==> config.mk <==
export PLATFORM = sky130hd
export DESIGN_NAME = segment_scan_decoder
export DESIGN_NICKNAME = d
export VERILOG_FILES = /design/src/rtl/segment_scan_decoder.sv
export SDC_FILE = /design/constraint.sdc
export NUM_CORES = 1
export LEC_CHECK = 0
export CORE_ASPECT_RATIO = 2
export CORE_MARGIN = 2
export CORE_UTILIZATION = 35
export DETAILED_ROUTE_END_ITERATION = 10
export DONT_BUFFER_PORTS = 1
export PLACE_DENSITY = 0.6
export SETUP_SLACK_MARGIN = 0.15
export SLEW_MARGIN = 20
export SYNTH_ARGS = -nofsm -noshare
export SYNTH_HDL_FRONTEND = slang
export SYNTH_SLANG_ARGS = --single-unit
==> constraint.sdc <==
create_clock -name CLK -period 3.5 [get_ports CLK]
set_clock_uncertainty 0.15 [all_clocks]
set_input_delay 0.35 -clock CLK [delete_from_list [all_inputs] [get_ports CLK]]
set_output_delay 0.35 -clock CLK [all_outputs]
set_load 0.05 [all_outputs]
==> src/rtl/segment_scan_decoder.sv <==
// Monitors a multiplexed 7-segment display bus and rebuilds per-digit hex values.
// Define SEGMENT_DP_CAPTURE_EN to also capture decimal points on a DP output.
module segment_scan_decoder #(
    parameter int unsigned NUM_DIGITS     = 4,
    parameter int unsigned SETTLE_CYCLES  = 4,
    parameter int unsigned TIMEOUT_CYCLES = 200000
) (
    input  logic       CLK,
    input  logic       RST,
    input  logic [7:0] SEGMENT,
    input  logic [7:0] AN,
    input  logic       CLR_ERR,
    output logic [3:0] DIGIT_0,
    output logic [3:0] DIGIT_1,
    output logic [3:0] DIGIT_2,
    output logic [3:0] DIGIT_3,
    output logic [3:0] VALID,
    output logic [3:0] ERR_PATTERN,
    output logic       SCAN_ERR,
    output logic       FRAME_DONE,
    output logic       SCAN_TIMEOUT
`ifdef SEGMENT_DP_CAPTURE_EN
    ,
    output logic [3:0] DP
`endif
);

`ifdef SEGMENT_DP_CAPTURE_EN
    localparam int unsigned SW = 8;
`else
    localparam int unsigned SW = 7;
`endif
    localparam int unsigned TW = $clog2(TIMEOUT_CYCLES + 1);
    localparam logic [7:0] DIG_MASK = 8'((9'd1 << NUM_DIGITS) - 9'd1);

    logic [SW-1:0] seg_q, seg_p;
    logic [7:0]    an_q, an_p;
    logic [1:0]    prime_q;
    logic [7:0]    st_cnt_q;
    logic [TW-1:0] to_cnt_q;
    logic [7:0]    seen_q;
    logic [3:0]    digit_q [4];
    logic [3:0]    valid_q, err_q;
    logic          scan_err_q, frame_done_q, timeout_q;
`ifdef SEGMENT_DP_CAPTURE_EN
    logic [3:0]    dp_q;
`else
    logic          unused_seg_dp;
    assign unused_seg_dp = SEGMENT[7];
`endif

    logic          stable, cap, multi_sel, blank_sel, sel_ok, frame, to_fire;
    logic [7:0]    an_act, seen_set;
    logic [2:0]    sel_idx;
    logic [6:0]    pat;
    logic [4:0]    dec;
    logic [3:0]    err_set;
    logic [TW-1:0] to_next;

    function automatic logic [4:0] seg_decode(input logic [6:0] p);
        logic [4:0] r;
        case (p)
            7'h3F:   r = {1'b1, 4'h0};
            7'h06:   r = {1'b1, 4'h1};
            7'h5B:   r = {1'b1, 4'h2};
            7'h4F:   r = {1'b1, 4'h3};
            7'h66:   r = {1'b1, 4'h4};
            7'h6D:   r = {1'b1, 4'h5};
            7'h7D:   r = {1'b1, 4'h6};
            7'h07:   r = {1'b1, 4'h7};
            7'h7F:   r = {1'b1, 4'h8};
            7'h6F:   r = {1'b1, 4'h9};
            7'h77:   r = {1'b1, 4'hA};
            7'h7C:   r = {1'b1, 4'hB};
            7'h39:   r = {1'b1, 4'hC};
            7'h5E:   r = {1'b1, 4'hD};
            7'h79:   r = {1'b1, 4'hE};
            7'h71:   r = {1'b1, 4'hF};
            default: r = 5'b0;
        endcase
        return r;
    endfunction

    // prime_q[1] marks that both seg_q and seg_p hold real samples taken after reset.
    assign stable    = prime_q[1] && (seg_q == seg_p) && (an_q == an_p);
    assign cap       = stable && (st_cnt_q == 8'(SETTLE_CYCLES - 1));
    assign an_act    = ~an_q;
    assign blank_sel = (an_act == 8'd0);
    assign multi_sel = ((an_act & (an_act - 8'd1)) != 8'd0);

    always_comb begin
        sel_idx = 3'd0;
        for (int i = 0; i < 8; i++) begin
            if (an_act[i]) sel_idx = 3'(i);
        end
    end

    assign sel_ok   = cap && !blank_sel && !multi_sel && (32'(sel_idx) < NUM_DIGITS);
    assign pat      = ~seg_q[6:0];
    assign dec      = seg_decode(pat);
    assign err_set  = (sel_ok && !sel_idx[2] && !dec[4] && (pat != 7'd0)) ?
                      (4'd1 << sel_idx[1:0]) : 4'd0;
    assign seen_set = seen_q | (sel_ok ? (8'd1 << sel_idx) : 8'd0);
    assign frame    = sel_ok && ((seen_set & DIG_MASK) == DIG_MASK);
    assign to_next  = (to_cnt_q == TW'(TIMEOUT_CYCLES)) ? to_cnt_q : to_cnt_q + TW'(1);
    assign to_fire  = !sel_ok && (to_cnt_q == TW'(TIMEOUT_CYCLES - 1));

    always_ff @(posedge CLK) begin
        if (RST) begin
            seg_q        <= '0;
            seg_p        <= '0;
            an_q         <= '0;
            an_p         <= '0;
            prime_q      <= '0;
            st_cnt_q     <= '0;
            to_cnt_q     <= '0;
            seen_q       <= '0;
            valid_q      <= '0;
            err_q        <= '0;
            scan_err_q   <= 1'b0;
            frame_done_q <= 1'b0;
            timeout_q    <= 1'b0;
            for (int i = 0; i < 4; i++) digit_q[i] <= '0;
`ifdef SEGMENT_DP_CAPTURE_EN
            dp_q         <= '0;
`endif
        end else begin
            seg_q        <= SEGMENT[SW-1:0];
            seg_p        <= seg_q;
            an_q         <= AN;
            an_p         <= an_q;
            prime_q      <= {prime_q[0], 1'b1};
            if (!stable) begin
                st_cnt_q <= '0;
            end else if (st_cnt_q != 8'(SETTLE_CYCLES)) begin
                st_cnt_q <= st_cnt_q + 8'd1;
            end
            scan_err_q   <= cap && multi_sel;
            frame_done_q <= frame;
            err_q        <= (CLR_ERR ? 4'd0 : err_q) | err_set;
            if (sel_ok) begin
                to_cnt_q  <= '0;
                timeout_q <= 1'b0;
                seen_q    <= frame ? 8'd0 : seen_set;
                if (!sel_idx[2]) begin
                    if (dec[4]) begin
                        digit_q[sel_idx[1:0]] <= dec[3:0];
                        valid_q[sel_idx[1:0]] <= 1'b1;
                    end else begin
                        valid_q[sel_idx[1:0]] <= 1'b0;
                    end
`ifdef SEGMENT_DP_CAPTURE_EN
                    dp_q[sel_idx[1:0]] <= ~seg_q[7];
`endif
                end
            end else begin
                to_cnt_q <= to_next;
                if (to_fire) begin
                    timeout_q <= 1'b1;
                    valid_q   <= '0;
                    seen_q    <= '0;
`ifdef SEGMENT_DP_CAPTURE_EN
                    dp_q      <= '0;
`endif
                end
            end
        end
    end

    assign DIGIT_0      = DIG_MASK[0] ? digit_q[0] : 4'd0;
    assign DIGIT_1      = DIG_MASK[1] ? digit_q[1] : 4'd0;
    assign DIGIT_2      = DIG_MASK[2] ? digit_q[2] : 4'd0;
    assign DIGIT_3      = DIG_MASK[3] ? digit_q[3] : 4'd0;
    assign VALID        = valid_q & DIG_MASK[3:0];
    assign ERR_PATTERN  = err_q & DIG_MASK[3:0];
    assign SCAN_ERR     = scan_err_q;
    assign FRAME_DONE   = frame_done_q;
    assign SCAN_TIMEOUT = timeout_q;
`ifdef SEGMENT_DP_CAPTURE_EN
    assign DP           = dp_q & DIG_MASK[3:0];
`endif

endmodule
* Word level (Yosys, flattened, before mapping)
Memory sizes are Yosys's and may differ from the RTL's.
Cells that the tools add are included.
** Word-level totals
- Latch bits :: 0
- Input port bits :: 19
- Output and inout port bits :: 27
- Word-level logic and storage cells :: 113
- Memory bits (read-only) :: 0
- Memory bits (writable) :: 16
- Memories :: 1
- Flip-flop bits (word level) :: 77
** Operators by class
- $mul :: 0
- Bitwise gates (word level) :: 9
- $lt $le $gt $ge :: 3
- Mux-type cells :: 31
- Divide/modulo/power cells :: 0
- Reduce and logical (&&, ||, !) cells :: 26
- Equal/unequal tests :: 24
- Shift-type cells :: 2
- Add/sub/neg operators :: 3
** Memory list
- digit_q :: words 4, bits a word 4, rd ports 4, clocked after memory_dff 0, wr ports 4, line 42 : logic [3:0] digit_q [4];
** Operator list (number)
- 7-bit equality test, second input constant :: 12
- 5-bit one-hot mux with 16 select lines :: 1
- 18-bit equality test, second input constant :: 2
- 8-bit 2-to-1 mux :: 4
- 4-bit 2-to-1 mux :: 7
- 18-bit by 1-bit adder with 18-bit output, second input constant :: 1
- 7-bit by 3-bit equality test with 1-bit output, second input constant :: 2
- 7-bit by 6-bit equality test with 1-bit output, second input constant :: 2
- 1-bit logical AND :: 13
- 3-bit 2-to-1 mux :: 4
- 1-bit 2-to-1 mux :: 11
- 8-bit by 1-bit adder with 8-bit output, second input constant :: 1
- 8-bit bitwise AND :: 1
- 8-bit by 2-bit equality test with 1-bit output, second input constant :: 1
- 8-bit equality test :: 1
- 8-bit logical NOT :: 1
- 8-bit by 3-bit inequality test with 1-bit output, second input constant :: 1
- 8-bit NOT :: 1
- 4-bit bitwise OR :: 2
- 8-bit bitwise OR :: 1
- 8-bit nonzero test :: 1
- 1-bit by 3-bit << shifter with 8-bit output, first input constant :: 1
- 8-bit by 1-bit subtractor with 8-bit output, second input constant :: 1
- 7-bit equality test :: 1
- 18 further kinds :: 25

* Longest topological paths before layout
- Depth after elaboration :: 17
- Gate-level depth with buffers :: 9
- Mapped depth without buffers :: 8

* Worst setup path before layout
No wires, ideal clock.
- Kind :: register to register
- From :: register st_cnt_q[0]
- To :: memory digit_q[2][0] (enable)
- Stages on the path, launching flop included :: 10
- Required time :: 3042 ps
- Arrival :: 2226 ps
- Slack :: 816 ps
- Path buffers :: 2
- Cell sequence :: dfxtp_1 ha_1 or3b_2 nor4_4 and2_1 buf_6 and3_1 buf_2 nand2_1 nand2_1
** RTL lines
- start: declaration :: line 39 : logic [7:0] st_cnt_q;
- start signal: assignment :: line 136 : st_cnt_q <= st_cnt_q + 8'd1;
- end: declaration :: line 42

==> summary.md <==
| Metric | Value |
|---|---|
| Clock Sink Count | `89` |
| TritonCTS clock tree | `yes` |
| DPL Wire Length | `around 5700 um` |
| Seq pwr share | `52.4%` |
| Post-Synthesis Cells | `429` |
| Routed vias | `2909` |
| Post-synth top area share | `37.1%` |
| Critical path fanouts, max | `10` |
| Floorplan core area | `between 10000 and 15000 um^2` |
| Fin cells | `581` |
| Vias per cell | `between 5 and 6` |
| VDD IR-drop max | `between 0.3 and 0.4 mV` |
| Fmax achieved | `~330 MHz` |
| Rows | `between 50 and 60` |
| # fillers | `1092` |
| Slew @ Worst Pin | `~0.76 ns` |
| Async SR Flop Fraction | `0%` |
| Worst EP arrival | `just under 3 ns` |
| First-pass GRT wire length | `12800 um` |
| Pwr Density | `482 nW/um^2` |
| Fin. Hold Viols | `0` |
| Top Usage Layer GRT | `met2` |
| Met3 usage | `3.17%` |
| Antenna diodes | `0` |
| H-tree depth | `3` |
| Final count of negative-setup-slack endpoints | `0` |
| First DRT Iteration DRCs | `147` |
| Seq/Total Area, Yosys | `49.3%` |
| DP Cell Count | `555` |
| Dominant synthesized flop cell | `dfxtp_1` |
| Drt pass-1 iters | `4` |
| Slew Viols, Final | `0` |
| Num ports | `46` |
| Max-Cap Viols | `0` |
| Clock root buffer | `clkbuf_16` |
| Final net count | `460` |
| GRT Util Overall | `13.4%` |
| Initial Util | `36.0%` |
| Pin count of the biggest net entering global routing | `40` |
| Sw Ratio | `23.1%` |
| Minimum clock period | `3.06 ns` |
| Final setup TNS | `0 ns` |
| Static leakage | `1.59 nW` |
| R2R cell count | `7` |
| Die area | `12200 um^2` |
| Met1 GRT Util | `14.3%` |
| Syn avg cell area | `9.19 um^2` |
| Total Wirelength | `7940 um` |
| DRC violations left | `0` |
| Skew-Pair Late Insertion Delay | `0.33 ns` |
| Post-synth EDFFs | `16` |
| Fin crit share | `87.3%` |
| Placer Congestion | `0.828` |
| Vias in the first global route | `between 2000 and 3000` |
| WS Path Type | `reg -> reg` |
| Rel. slew slack | `between 40% and 50%` |
| Met2 GRT Util | `23.8%` |
| Initial antenna violation count | `0` |
| Most frequent cells after synthesis | `dfxtp_1, nor2_1, nor2b_1` |
| Synth Cell Area | `3940 um^2` |
| Worst setup EP type | `flip-flop` |
| YS warnings | `0` |
| Die X | `79.0 um` |
| Distinct cell type count after synthesis | `48` |
| Status | `completed` |
| Clk buf depth | `2` |
| TritonCTS buffer count | `9` |
| Hold Path Stages | `1` |
| Combinational Power Share | `5.1%` |
| RSZ-0062 raised after global routing | `false` |
| Die outline height | `154 um` |
| Net Switching | `between 0.5 and 0.6 mW` |
| Most frequent cell after synthesis | `dfxtp_1` |
| Number of routed nets with antenna violations | `0` |
| Critical path launch point type | `flip-flop` |
| Share of cells above drive strength 1 | `7.26%` |
| Post-CTS Resized | `0` |
| Internal power | `1.66 mW` |
| DR WL/cell | `approximately 14 um` |
| IO Port Bufs | `0` |
| Post-synth net total | `452` |
| Area Growth Syn to Fin | `13.8%` |
| Gr ovfl total | `0` |
| Clock share of power | `42.6%` |
| Synth top area cells | `dfxtp_1, edfxtp_1, nor2_1` |
| #FFs+latches synth | `89` |
| CTS clk-pin slew, worst paths | `0.06 ns` |
| Hold Path Class | `in -> reg` |
| Post-synth top area cell | `dfxtp_1` |
| Worst Path Required | `3.38 ns` |
## repair_timing
item / in CTS / in global routing
setup buffers: 0 / 0
hold buffers: 10 / 1
endpoints found under the hold margin: 39 / 1
setup endpoints to repair: 0 / 0
## routing by layer
layer | part of all wire, % | vias to the layer above
li1 | - | 1477
met1 | 41 | 1360
met2 | 52 | 57
met3 | 3.8 | 15
met4 | 2.7 | 0
met5 | 0 | -
## layout by cell type (no fill, tap or decap), drive strengths merged, types with 2 or more instances in the layout
cell,n
inv,12
xnor2,23
a22o,3
nor4,7
and2,7
nor3,7
clkbuf,12
nand2,33
nand4,11
dlygate4sd3,10
o22ai,4
xor2,16
dfxtp,73
edfxtp,16
nand4b,3
a21oi,17
o21ai,3
a31oi,5
nor2b,37
buf,7
or3,2
o211ai,5
and3,9
ha,4
nor2,66
nand2b,4
a21boi,3
nand3,25
nor3b,2
## metrics by stage
| stage | worst slack, ns | cell area, um^2 | hold WS (ns) | power, mW | utilization [%] |
|---|---|---|---|---|---|
| 6_report | 0.444 | 4490 | 0.00571 | 2.16 | 41.0 |
| 5_1_grt | 0.195 | 4490 | 0.0120 | 2.25 | 41.0 |
| 4_1_cts | 0.435 | 4480 | 0.00228 | 2.19 | 40.9 |
| 3_5_place_dp | 0.430 | 4080 | 0.284 | 1.25 | 37.2 |
| 3_3_place_gp | 0.500 | 4080 | 0.279 | 1.24 | 37.2 |
| 2_1_floorplan | 0.816 | 3940 | 0.264 | 1.23 | - |
## final timing paths
kind / from / end / slack, ns
max: st_cnt_q[0]$_SDFFE_PP0P_ / digit_q[2][2]$_SDFFCE_PN0P_ / 0.44
min: AN[3] / an_q[3]$_SDFF_PP0_ / 0.006
max reg2reg: st_cnt_q[0]$_SDFFE_PP0P_ / digit_q[2][2]$_SDFFCE_PN0P_ / 0.44
min reg2reg: prime_q[0]$_DFF_P_ / prime_q[1]$_SDFF_PP0_ / 0.30
## critical path: stages, from the launching register on
cell and delay, ns:
dfxtp_1 0.42, ha_1 0.26, or3b_2 0.51, nor4_4 0.30, and2_1 0.32, and3_1 0.39
nand2_1 0.19, nand2_1 0.22
## layout make-up
cell class | instances | area (um^2) | share of cell area [%]
clock buffer | 12 | 268 | 5.97
clock inverter | 3 | 22.5 | 0.502
inverter | 11 | 41.3 | 0.921
multi-input combinational | 309 | 1870 | 41.7
sequential | 89 | 1940 | 43.3
tap | 140 | 175 | 3.91
timing repair buffer | 17 | 165 | 3.68
## kinds of logic (layout without fill, tap and decap cells)
group / count (synthesis) / in the layout / share of synthesized area (%)
AOI/OAI and AO/OA: 46 / 46 / 7.84
xor gates and xnor gates: 39 / 39 / 8.67
adders and majority gates: 5 / 5 / 1.52
buffers and inverters: 31 / 43 / 3.24
DFF: 89 / 89 / 49.3
muxes: 2 / 2 / 0.540
and+or+nand+nor: 217 / 217 / 28.9
## flip-flops by register name, summed over array words and instances, names as in the netlist, 7 cells and up
register and count:
st_cnt_q 8, seg_q 7, to_cnt_q 18, an_p 8, an_q 8, seg_p 7, digit_q 16
## power groups by stage
stage               combinational, mW  sequential [mW]  clock (mW)
global placement               0.0899             1.15           0
floorplan                      0.0945             1.13           0
finish                          0.110             1.13       0.921
detailed placement             0.0928             1.16           0
CTS                             0.111             1.13       0.942
global route                    0.122             1.14       0.989
No activity file was read; power rests on OpenSTA's default activity.
